**src/rtl/pipe_ctrl_pkg.sv**
```systemverilog
// pipe_ctrl_pkg: shared FSM states, muldiv op codes and MIPS function codes for the pipeline controller.
package pipe_ctrl_pkg;
    typedef enum logic {IDLE, BUSY} md_state_t;
    typedef enum logic [1:0] {MD_NONE = 2'b00, MD_MULT = 2'b01, MD_DIV = 2'b10} md_op_t;
    localparam logic [5:0] FN_MULT  = 6'h18;
    localparam logic [5:0] FN_MULTU = 6'h19;
    localparam logic [5:0] FN_DIV   = 6'h1a;
    localparam logic [5:0] FN_DIVU  = 6'h1b;
    localparam logic [5:0] FN_MFHI  = 6'h10;
    localparam logic [5:0] FN_MFLO  = 6'h12;
    function automatic logic md_valid(input logic [1:0] op);
        return op == MD_MULT || op == MD_DIV;
    endfunction
endpackage

```
**src/rtl/muldiv_timer.sv**
```systemverilog
// muldiv_timer: tracks the in-flight MULT/DIV; busy stays high for exactly the op latency after start.
module muldiv_timer import pipe_ctrl_pkg::*; #(
    parameter int MULT_CYCLES = 4,
    parameter int DIV_CYCLES  = 32
) (
    input  logic       clk,
    input  logic       rst,
    input  logic       start,
    input  logic [1:0] op,
    output logic       busy
);
    localparam int CW = $clog2(MULT_CYCLES > DIV_CYCLES ? MULT_CYCLES : DIV_CYCLES) + 1;
    md_state_t state, state_nx;
    logic [CW-1:0] cnt, cnt_nx;
    always_ff @(posedge clk or negedge rst) begin
        if (!rst) begin
            state <= IDLE;
            cnt   <= '0;
        end else begin
            state <= state_nx;
            cnt   <= cnt_nx;
        end
    end
    // The count keeps running through memory stalls: the unit is not held by the pipeline.
    always_comb begin
        state_nx = state;
        cnt_nx   = cnt;
        if (state == IDLE && start) begin
            state_nx = BUSY;
            cnt_nx   = op == MD_DIV ? CW'(DIV_CYCLES - 1) : CW'(MULT_CYCLES - 1);
        end else if (state == BUSY) begin
            state_nx = cnt == '0 ? IDLE : BUSY;
            cnt_nx   = cnt == '0 ? cnt : cnt - CW'(1);
        end
    end
    assign busy = state == BUSY;
endmodule

```
**src/rtl/hazard_ctrl.sv**
```systemverilog
// hazard_ctrl: pipeline interlock (memory wait, load-use, HI/LO, muldiv start, branch flush).
// Optional HAZARD_CTRL_PERF_EN adds stall/flush/muldiv-start performance counters.
module hazard_ctrl import pipe_ctrl_pkg::*; #(
    parameter int MULT_CYCLES  = 4,
    parameter int DIV_CYCLES   = 32,
    parameter int BRANCH_FLUSH = 0,
    parameter int CNT_W        = 32
) (
    input  logic             clk,
    input  logic             rst,
    input  logic [4:0]       id_rs,
    input  logic [4:0]       id_rt,
    input  logic             id_use_rs,
    input  logic             id_use_rt,
    input  logic [1:0]       id_muldiv_op,
    input  logic             id_reads_hilo,
    input  logic             id_branch_taken,
    input  logic             ex_mem_read,
    input  logic [4:0]       ex_wd,
    input  logic             imem_busy,
    input  logic             dmem_busy,
    output logic             stall_pc,
    output logic             stall_if_id,
    output logic             stall_id_ex,
    output logic             bubble_id_ex,
    output logic             flush_if_id,
    output logic             muldiv_start,
`ifdef HAZARD_CTRL_PERF_EN
    output logic [CNT_W-1:0] perf_stall_cnt,
    output logic [CNT_W-1:0] perf_flush_cnt,
    output logic [CNT_W-1:0] perf_muldiv_cnt,
`endif
    output logic             muldiv_busy
);
    logic mem_wait, load_use, hilo, md_req;
    assign mem_wait = imem_busy | dmem_busy;
    assign load_use = ex_mem_read && ex_wd != '0 &&
                      ((id_use_rs && id_rs == ex_wd) || (id_use_rt && id_rt == ex_wd));
    assign md_req   = md_valid(id_muldiv_op);
    assign hilo     = muldiv_busy && (md_req || id_reads_hilo);
    // Lower-priority actions are masked by every higher one; flush may still coincide with start.
    always_comb begin
        stall_pc     = mem_wait | load_use | hilo;
        stall_if_id  = mem_wait | load_use | hilo;
        stall_id_ex  = mem_wait;
        bubble_id_ex = !mem_wait && (load_use || hilo);
        muldiv_start = !mem_wait && !load_use && !muldiv_busy && md_req;
        flush_if_id  = !mem_wait && !load_use && !hilo && id_branch_taken && BRANCH_FLUSH != 0;
    end
    muldiv_timer #(.MULT_CYCLES(MULT_CYCLES), .DIV_CYCLES(DIV_CYCLES)) u_timer (
        .clk(clk), .rst(rst), .start(muldiv_start), .op(id_muldiv_op), .busy(muldiv_busy)
    );
`ifdef HAZARD_CTRL_PERF_EN
    always_ff @(posedge clk or negedge rst) begin
        if (!rst) begin
            perf_stall_cnt  <= '0;
            perf_flush_cnt  <= '0;
            perf_muldiv_cnt <= '0;
        end else begin
            perf_stall_cnt  <= perf_stall_cnt + {{(CNT_W-1){1'b0}}, stall_pc};
            perf_flush_cnt  <= perf_flush_cnt + {{(CNT_W-1){1'b0}}, flush_if_id};
            perf_muldiv_cnt <= perf_muldiv_cnt + {{(CNT_W-1){1'b0}}, muldiv_start};
        end
    end
`endif
endmodule

```
**config.mk**
```make
export PLATFORM = sky130hd
export DESIGN_NAME = hazard_ctrl
export DESIGN_NICKNAME = d
export VERILOG_FILES = /design/src/rtl/pipe_ctrl_pkg.sv /design/src/rtl/muldiv_timer.sv /design/src/rtl/hazard_ctrl.sv
export SDC_FILE = /design/constraint.sdc
export NUM_CORES = 1
export LEC_CHECK = 0
export ABC_AREA = 1
export BUFFER_PORTS_ARGS = -buffer_cell sky130_fd_sc_hd__buf_4
export CAP_MARGIN = 20
export CORE_AREA = 2 2 46 48
export DETAILED_ROUTE_END_ITERATION = 7
export DIE_AREA = 0 0 48 50
export HOLD_SLACK_MARGIN = 0.1
export PLACE_DENSITY_LB_ADDON = 0.2
export SLEW_MARGIN = 10
export SYNTH_ARGS = -nofsm -noshare
export SYNTH_HDL_FRONTEND = slang
export SYNTH_HIERARCHICAL = 1
export SYNTH_SLANG_ARGS = --single-unit
```
**constraint.sdc**
```tcl
create_clock -name clk -period 1.3 [get_ports clk]
set_clock_uncertainty 0.05 [all_clocks]
set_input_delay 0.26 -clock clk [delete_from_list [all_inputs] [get_ports clk]]
set_output_delay 0.26 -clock clk [all_outputs]
set_load 0.05 [all_outputs]
```
==> results of run 1 <==
## metal layers
| metal | vias up | routed length, microns | global-route usage, % | share of wire [%] |
|---|---|---|---|---|
| li1 | 485 | - | - | - |
| met1 | 403 | 819 | 23.33 | 40 |
| met2 | 19 | 1173 | 34.22 | 57 |
| met3 | 0 | 69 | 4.396 | 3.3 |
| met4 | 0 | 0 | 8.108 | 0 |
| met5 | - | 0 | 0 | 0 |
## stage by stage
stage	hold WS (ns)	area, sq um
final	0.3048	1334
after global routing	0.3083	1334
after CTS	0.2977	1237
after global placement	0.02917	1082
after detailed placement	0.02741	1082
after floorplan	-0.08559	782.0
## kinds of logic after synthesis
kind of cell | share of synthesized area [%]
other cells | 0.4995
buf+inv | 14.50
compound gates | 5.833
xor+xnor | 1.167
fa+ha+maj | 3.333
simple gates | 51.33
flops | 23.33
## worst max-delay path, stage by stage
cell,delay (ns)
buf_8,0.08
inv_6,0.03
nand2_2,0.04
nand2_1,0.05
nor2_1,0.12
nand3_1,0.13
nand2_4,0.10
nand2_4,0.07
a21oi_4,0.15
buf_6,0.17
## how the worst min path moves through the flow
stage,end,slack (ns)
2_1_floorplan,u_timer/busy,-0.09
6_report,u_timer/cnt[2],0.30
4_1_cts,u_timer/cnt[5],0.30
5_1_grt,u_timer/busy,0.31
3_5_place_dp,u_timer/cnt[0],0.03
3_3_place_gp,u_timer/cnt[0],0.03
## flip-flops by register name, indices dropped and copies added, names as in the netlist
name          flops
u_timer/busy      1
u_timer/cnt       6
## cells in the final DEF, fill, tap and decap left out, types with 2 or more instances in the layout
cell type / synthesis / final
nand4_1: 2 / 2
inv_2: 4 / 9
nand2_2: 2 / 11
nand2_4: 2 / 4
o21ai_2: 0 / 2
inv_1: 21 / 12
nand3_1: 11 / 7
clkbuf_4: 0 / 3
buf_8: 0 / 4
nand3_2: 0 / 3
o21ai_1: 1 / 2
ha_1: 2 / 2
nor2_4: 0 / 3
buf_4: 2 / 24
dfrtp_1: 7 / 6
nor2_1: 14 / 10
nor2_2: 3 / 4
a21oi_4: 0 / 2
nand2_1: 47 / 36
inv_4: 0 / 3
buf_6: 0 / 13
## repair_timing
| action | CTS | global route |
|---|---|---|
| setup buffers | 3 | 1 |
| setup endpoints to repair | 10 | 12 |
| hold buffers | 1 | 0 |
| pin swaps | 17 | 11 |
| resized for setup | 35 | 30 |
| endpoints found under the hold margin | 7 | 0 |
## layout make-up
cell class | instances | area (sq um)
repair buffers | 42 | 396.6
fillers | 172 | 568.0
inverters | 25 | 106.4
clock buffers | 4 | 26.28
multi-input cells | 96 | 594.3
flip-flops and latches | 7 | 176.4
well taps | 27 | 33.78
## power breakdown
part	internal [W]	switching, W
sequential	0.000329	0.000106
clock	0.000117	0.0000824
combinational	0.000613	0.000778
total	0.00106	0.000966
==> impl_metrics.yaml, run 1 <==
clocking:
  cts_buffers: 3
  cts_max_path_buffers: 2
  cts_tree: "done"
  htree_levels: 1
  clkTransAtPathRegs_ns: 0.05
  root_buffer: "clkbuf_4"
  clock-sinks: 7
  insertion_delay_ns: 0.25
logic_synthesis:
  avgSynthCellArea_sq_um: 5.775
  ys.flop_type: "dfrtp_1"
  yosys.cell_count.top_type: "nand2_1"
  synth-seq-area-share_pct: 23.33
  synthTopCellsByCount: "nand2_1, inv_1, nor2_1, nand3_1, dfrtp_1"
  synthArstFlopShare_pct: 100.0
  synth_top_area_share_pct: 23.50
  ys_warn_count: 6
  synth_edf_count: 0
  synth_seq_cells: 7
  synth_top_cell_by_area: "nand2_1"
  yosysUniqueCellTypes: 21
  netlist_area_sq_um: 750.7
  syn-num-nets: 158
  synth_area_leaders: "nand2_1, dfrtp_1, inv_1"
  synth_cells: 130
global_routing:
  grt_max_degree: 9
  grt_pass1_wl_microns: 3532
  grt_usage_pct: 20.21
  grt_pass1_vias: 896
  antenna_found_initial: 0
  gr-total-overflow: 0
routing:
  routedWlPerCell_microns: 10.26
  via_per_inst: 4.512
  first_iter_violations: 8
  firstDrtPassIters: 4
  detail-route-antenna-nets: 0
  wirelength_microns: 2062
  drc_errors: 0
  vias: 907
die:
  ios: 33
  dieArea_sq_mm: 0.002400
  rows: 16
  die_h_microns: 50
  die_w_microns: 48
  core_sq_mm: 0.001902
  initial_core_util_pct: 39.47
sta:
  post-route-period-util_pct: 117.3
  finalSetupViolCount: 10
  final_hold_viol_count: 0
  setup_slack_ns: -0.2243
  setup_tns_ns: -1.235
  drv_slew: 0
  rsz0062_at_grt: "yes"
  max_freq_mhz: 656.0
  finalCriticalPeriod_ns: 1.524
setup_path:
  rr_worst_depth: 9
  worstPathMaxFanout: 4
  r2r_slack_ns: -0.16
  cp.arrival_ns: 1.21
  crit_start: "ex_wd[2]"
  start_kind: "input port"
  crit_type: "in -> out"
  cp-end-kind: "output pin"
  r2r-end: "u_timer/cnt[4]"
  required_ns: 0.99
  r2r-start: "u_timer/busy"
  setup.worst_path.end: "bubble_id_ex"
placed_design:
  post-place-ws_ns: -0.3865
  portBuffers: 30
  dp.cells: 193
  dp_hpwl_microns: 1523
  gp_congestion: 0.8003
layout:
  nNetsFinal: 203
  n_antenna_cell: 0
  layout.cells.non_filler: 201
  layout-drive-gt1-share_pct: 51.72
  fin_util_pct: 70.13
  syn_to_final_growth_pct: 77.67
power:
  p_total_w: 0.002025
  p_leak_nw: 0.7120
  p_per_area_mw_per_mm2: 1519
  vdd_drop_max_mv: 0.7840
hold_path:
  hp-class: "in -> async"
run_status:
  outcome: "finished with violations"
  violations: "negative setup slack"
flow_run:
  cap_viol_max_count: 0
Power figures use the tool's default switching activity.
==> inputs of run 2 (changes only) <==
PLACE_DENSITY = 0.73   (was not set)
PLACE_DENSITY_LB_ADDON = not set   (was 0.2)
==> impl_metrics.yaml, run 2 (same netlist as run 1, synthesis figures left out) <==
run_status:
  outcome: "finished with violations"
  violations: "negative setup slack"
layout:
  syn_to_final_growth_pct: 75.00
  seq_area_sq_um: 176.4
  final_common_cell: "nand2_1"
  largest_register: "u_timer/cnt"
  nNetsFinal: 202
  fin_util_pct: 69.08
  layout.cells.non_filler: 200
  mostFrequentLayoutCells: "nand2_1, buf_4, inv_1"
  final_area_sq_mm: 0.001314
  layout-drive-gt1-share_pct: 49.13
  n_antenna_cell: 0
  multi_input_area_sq_um: 574.3
  nFillCells: 159
  largest_register_ffs: 6
global_routing:
  grt_max_degree: 9
  antenna_found_initial: 0
  gr-total-overflow: 0
  grt_pass1_wl_microns: 3422
  grt_pass1_vias: 870
  grt_usage_pct: 19.19
hold_path:
  hp-class: "in -> async"
placed_design:
  place_area_sq_mm: 0.001075
  dp_hpwl_microns: 1532
  post-place-ws_ns: -0.4163
  dp.cells: 192
  portBuffers: 30
  gp_congestion: 0.8211
routing:
  routedWlPerCell_microns: 11.44
  first_iter_violations: 14
  vias: 928
  firstDrtPassIters: 4
  drc_errors: 0
  wirelength_microns: 2288
  detail-route-antenna-nets: 0
  via_per_inst: 4.640
clocking:
  htree_levels: 1
  insertion_delay_ns: 0.25
  cts_buffers: 3
  root_buffer: "clkbuf_4"
  cts_max_path_buffers: 2
  clock-sinks: 7
  clkTransAtPathRegs_ns: 0.05
  cts_tree: "done"
die:
  ios: 33
  rows: 16
  die_w_microns: 48
  die_h_microns: 50
  initial_core_util_pct: 39.47
  dieArea_sq_mm: 0.002400
  core_sq_mm: 0.001902
setup_path:
  crit_type: "in -> out"
  slowest_delay_ns: 0.17
  required_ns: 0.99
  worstPathMaxFanout: 4
  cp.arrival_ns: 1.23
  start_kind: "input port"
  critPathSlowestCell: "buf_6"
  worstPathCellList: "buf_8 -> inv_4 -> nand2_2 -> nand2_2 -> nor2_2 -> nand3_1 -> nand2_2 -> nand2_4 -> a21oi_4 -> buf_6"
  cp-end-kind: "output pin"
  worst_path_most_repeated_cell: "nand2_2"
sta:
  final_hold_viol_count: 0
  rsz0062_at_grt: "yes"
  setup_slack_ns: -0.2391
  drv_slew: 0
  post-route-period-util_pct: 118.4
  finalHoldWorstSlack_ns: 0.3041
  finalCriticalPeriod_ns: 1.539
  max_freq_mhz: 649.7
  finalSetupViolCount: 9
power:
  vdd_drop_max_mv: 1.332
  p_leak_nw: 0.7081
  p_per_area_mw_per_mm2: 1540
flow_run:
  cap_viol_max_count: 0
[run 2: cell types whose count changed in the layout (fill, tap and decap cells not counted), moves of 2 or more]
cell / delta
buf_6: -2
nand2_1: +2
inv_4: +2
inv_2: -2
buf_8: +2
[run 2: through the flow]
stage                     TNS [ns]  power, W
final                       -1.171  0.002023
after global routing        -2.107  0.002229
after CTS                   -1.211  0.001855
after detailed placement    -3.362  0.001498
after global placement      -2.619  0.001479
after floorplan             -3.678  0.001190
[run 2: layout make-up]
type / instances / share of cell area [%]
sequential: 7 / 13.43
inverter: 25 / 8.095
timing repair buffer: 41 / 30.19
multi-input combinational: 96 / 43.71
clock buffer: 4 / 2.000
tap: 27 / 2.571
[run 2: final timing paths]
path | slack (ns) | cells past startpoint | endpoint | start
worst max-delay path | -0.24 | 10 | bubble_id_ex | ex_wd[4]
worst min-delay path | 0.30 | 2 | u_timer/cnt[3] | rst
worst max register to register | -0.12 | 10 | u_timer/cnt[2] | u_timer/busy
worst min register to register | 0.47 | 2 | u_timer/cnt[5] | u_timer/cnt[5]
max in group asynchronous | 0.76 | 2 | u_timer/busy | rst
min in group clk | 0.39 | 5 | u_timer/cnt[4] | id_muldiv_op[0]
[run 2: repair_timing]
action                     4_1_cts  5_1_grt
resized for setup               33       28
hold endpoints to repair         7        0
pin swaps                       20       19
setup buffers                    3        3
cloned                           0        0
setup endpoints to repair       10       12
hold buffers                     1        0
[run 2: power by group]
part,internal [W],switching (W),total (W)
Sequential,0.000329,0.000121,0.000450
Combinational,0.000619,0.000762,0.00138
Clock,0.000117,0.0000759,0.000193
[run 2: worst max-delay path, delay by kind of cell]
kind	cells	cell delay, ns
buffers and inverters	3	0.29
and+or+nand+nor	6	0.51
AOI/OAI and AO/OA	1	0.15
[run 2: routing by layer]
metal  GRT usage [%]  vias up  share of wire [%]
li1                -      479                  -
met1           22.99      414                 42
met2           34.00       33                 52
met3           4.762        2                5.0
met4           2.252        0               0.22
met5               0        -                  0
==> inputs of run 3 (changes only) <==
SYNTH_HIERARCHICAL = not set   (was 1)
==> impl_metrics.yaml, run 3 <==
setup_path:
  worstPathCellList: "buf_8 -> inv_8 -> ha_4 -> buf_6 -> nor3_4 -> nand2_8 -> clkinv_8 -> buf_12"
  cp.arrival_ns: 1.26
  rr_worst_depth: 8
  r2r-end: "u_timer.cnt[4]"
  slowest_delay_ns: 0.28
  r2r-start: "u_timer.busy"
  worstPathMaxFanout: 2
  critPathBufInv: 5
  critPathSlowestCell: "nor3_4"
  crit_cells: 8
  r2r_slack_ns: -0.14
  required_ns: 0.99
  cp-end-kind: "output pin"
  crit_type: "in -> out"
  start_kind: "input port"
  cp_top_family: "buffers and inverters"
  crit_start: "id_muldiv_op[0]"
layout:
  layout-drive-gt1-share_pct: 54.71
  syn_to_final_growth_pct: 81.00
  final_common_cell: "nand2_1"
  largest_register: "u_timer.cnt"
  nNetsFinal: 200
  mostFrequentLayoutCells: "nand2_1, buf_4, buf_6"
  fin_util_pct: 71.45
  largest_register_ffs: 6
  n_antenna_cell: 0
  nFillCells: 150
routing:
  vias: 891
  routedWlPerCell_microns: 10.84
  drc_errors: 0
  first_iter_violations: 18
  wirelength_microns: 2136
  detail-route-antenna-nets: 0
  via_per_inst: 4.523
  firstDrtPassIters: 4
clocking:
  htree_levels: 1
  cts_tree: "done"
  root_buffer: "clkbuf_4"
  clock-sinks: 7
  cts_max_path_buffers: 2
  insertion_delay_ns: 0.25
  clkTransAtPathRegs_ns: 0.06
  cts_buffers: 3
power:
  vdd_drop_max_mv: 0.9770
  p_per_area_mw_per_mm2: 1548
  swShare_pct: 45.65
  p_leak_nw: 0.7396
  p_sw_w: 0.0009602
  internal_power_w: 0.001143
  clkPwrFrac_pct: 9.5
  pwr-share-seq_pct: 21.4
  p_comb_share_pct: 69.1
sta:
  setup_tns_ns: -1.593
  finalSetupViolCount: 9
  drv_slew: 0
  post-route-period-util_pct: 120.6
  finalCriticalPeriod_ns: 1.567
  finalHoldWorstSlack_ns: 0.3351
  final_hold_viol_count: 0
  rsz0062_at_grt: "yes"
  setup_slack_ns: -0.2675
  max_freq_mhz: 638.0
logic_synthesis:
  synthArstFlopShare_pct: 100.0
  synth_edf_count: 0
  synthTopCellsByCount: "nand2_1, inv_1, nor2_1, nand3_1, dfrtp_1"
  ys_warn_count: 0
  synth_seq_cells: 7
  yosys.cell_count.top_type: "nand2_1"
  synth-seq-area-share_pct: 23.33
  yosysUniqueCellTypes: 23
  synth_area_leaders: "dfrtp_1, nand2_1, inv_1"
  synth_top_cell_by_area: "dfrtp_1"
  synth_cells: 122
  ys.flop_type: "dfrtp_1"
  netlist_area_sq_um: 750.7
  syn-num-nets: 151
  avgSynthCellArea_sq_um: 6.153
  synth_top_area_share_pct: 23.33
global_routing:
  grt_usage_pct: 18.96
  antenna_found_initial: 0
  grt_pass1_vias: 863
  gr-total-overflow: 0
  grt_max_degree: 8
  grt_pass1_wl_microns: 3325
die:
  ios: 33
  dieArea_sq_mm: 0.002400
  core_sq_mm: 0.001902
  rows: 16
  initial_core_util_pct: 39.47
  die_h_microns: 50
  die_w_microns: 48
placed_design:
  dp_hpwl_microns: 1541
  portBuffers: 30
  gp_congestion: 0.8304
  post-place-ws_ns: -0.3361
run_status:
  violations: "negative setup slack"
  outcome: "finished with violations"
hold_path:
  hp-class: "in -> async"
flow_run:
  cap_viol_max_count: 0
run 3: final cells by class:
class	instances	area (sq um)	share of cell area, %
inverters	22	112.6	8.287
repair buffers	46	439.2	32.32
flip-flops and latches	7	176.4	12.98
multi-input cells	91	570.5	41.99
well taps	27	33.78	2.486
clock buffers	4	26.28	1.934
run 3: worst max path at each step:
stage                               to  slack, ns
after floorplan               stall_pc      -0.27
after global placement        stall_pc      -0.32
after detailed placement      stall_pc      -0.34
after CTS                 muldiv_start      -0.30
after global routing      muldiv_start      -0.29
final                     muldiv_start      -0.27
run 3: repair_timing:
action	4_1_cts	5_1_grt
gates resized for setup	19	31
pin swaps	13	28
setup buffers	4	3
hold endpoints to repair	7	0
endpoints found under the setup margin	9	12
hold buffers	1	0
run 3: power groups by stage:
stage / registers, W / logic [W] / clock network, W
after floorplan: 0.000484 / 0.000724 / 0
after global placement: 0.000422 / 0.00111 / 0
after detailed placement: 0.000429 / 0.00115 / 0
after CTS: 0.000422 / 0.00129 / 0.000210
after global routing: 0.000459 / 0.00162 / 0.000230
final: 0.000449 / 0.00145 / 0.000201
run 3: worst reg2reg max path, cell delays in order, from the launching register on:
cell and delay (ns):
dfrtp_2 0.43, nor3_4 0.25, nand2_8 0.10, buf_4 0.17
buf_6 0.13, nand2_2 0.05, nand2_1 0.05, nand2_1 0.05
nand2_1 0.05
run 3: metal layers:
metal,wire (microns),vias to the layer above,global-route usage (%)
met2,1207,25,34.67
met1,794,407,20.27
li1,-,457,-
met4,21,0,5.856
met3,112,2,4.029
met5,0,-,0
run 3: cell families (layout without fill, tap and decap cells):
group | Yosys count | after routing | share of synthesized area [%]
simple gates | 80 | 80 | 51.67
other cells | 1 | 1 | 0.4995
fa+ha+maj | 3 | 3 | 5.001
flops | 7 | 7 | 23.33
compound gates | 4 | 4 | 2.998
buf+inv | 24 | 72 | 13.00
xor+xnor | 3 | 3 | 3.501
run 3: metrics by stage:
stage          total power (W)  instance area, sq um  cells
2_1_floorplan         0.001207                 810.8    122
3_3_place_gp          0.001534                  1107    185
3_5_place_dp          0.001582                  1107    185
4_1_cts               0.001919                  1241    194
5_1_grt               0.002311                  1359    197
6_report              0.002103                  1359    197
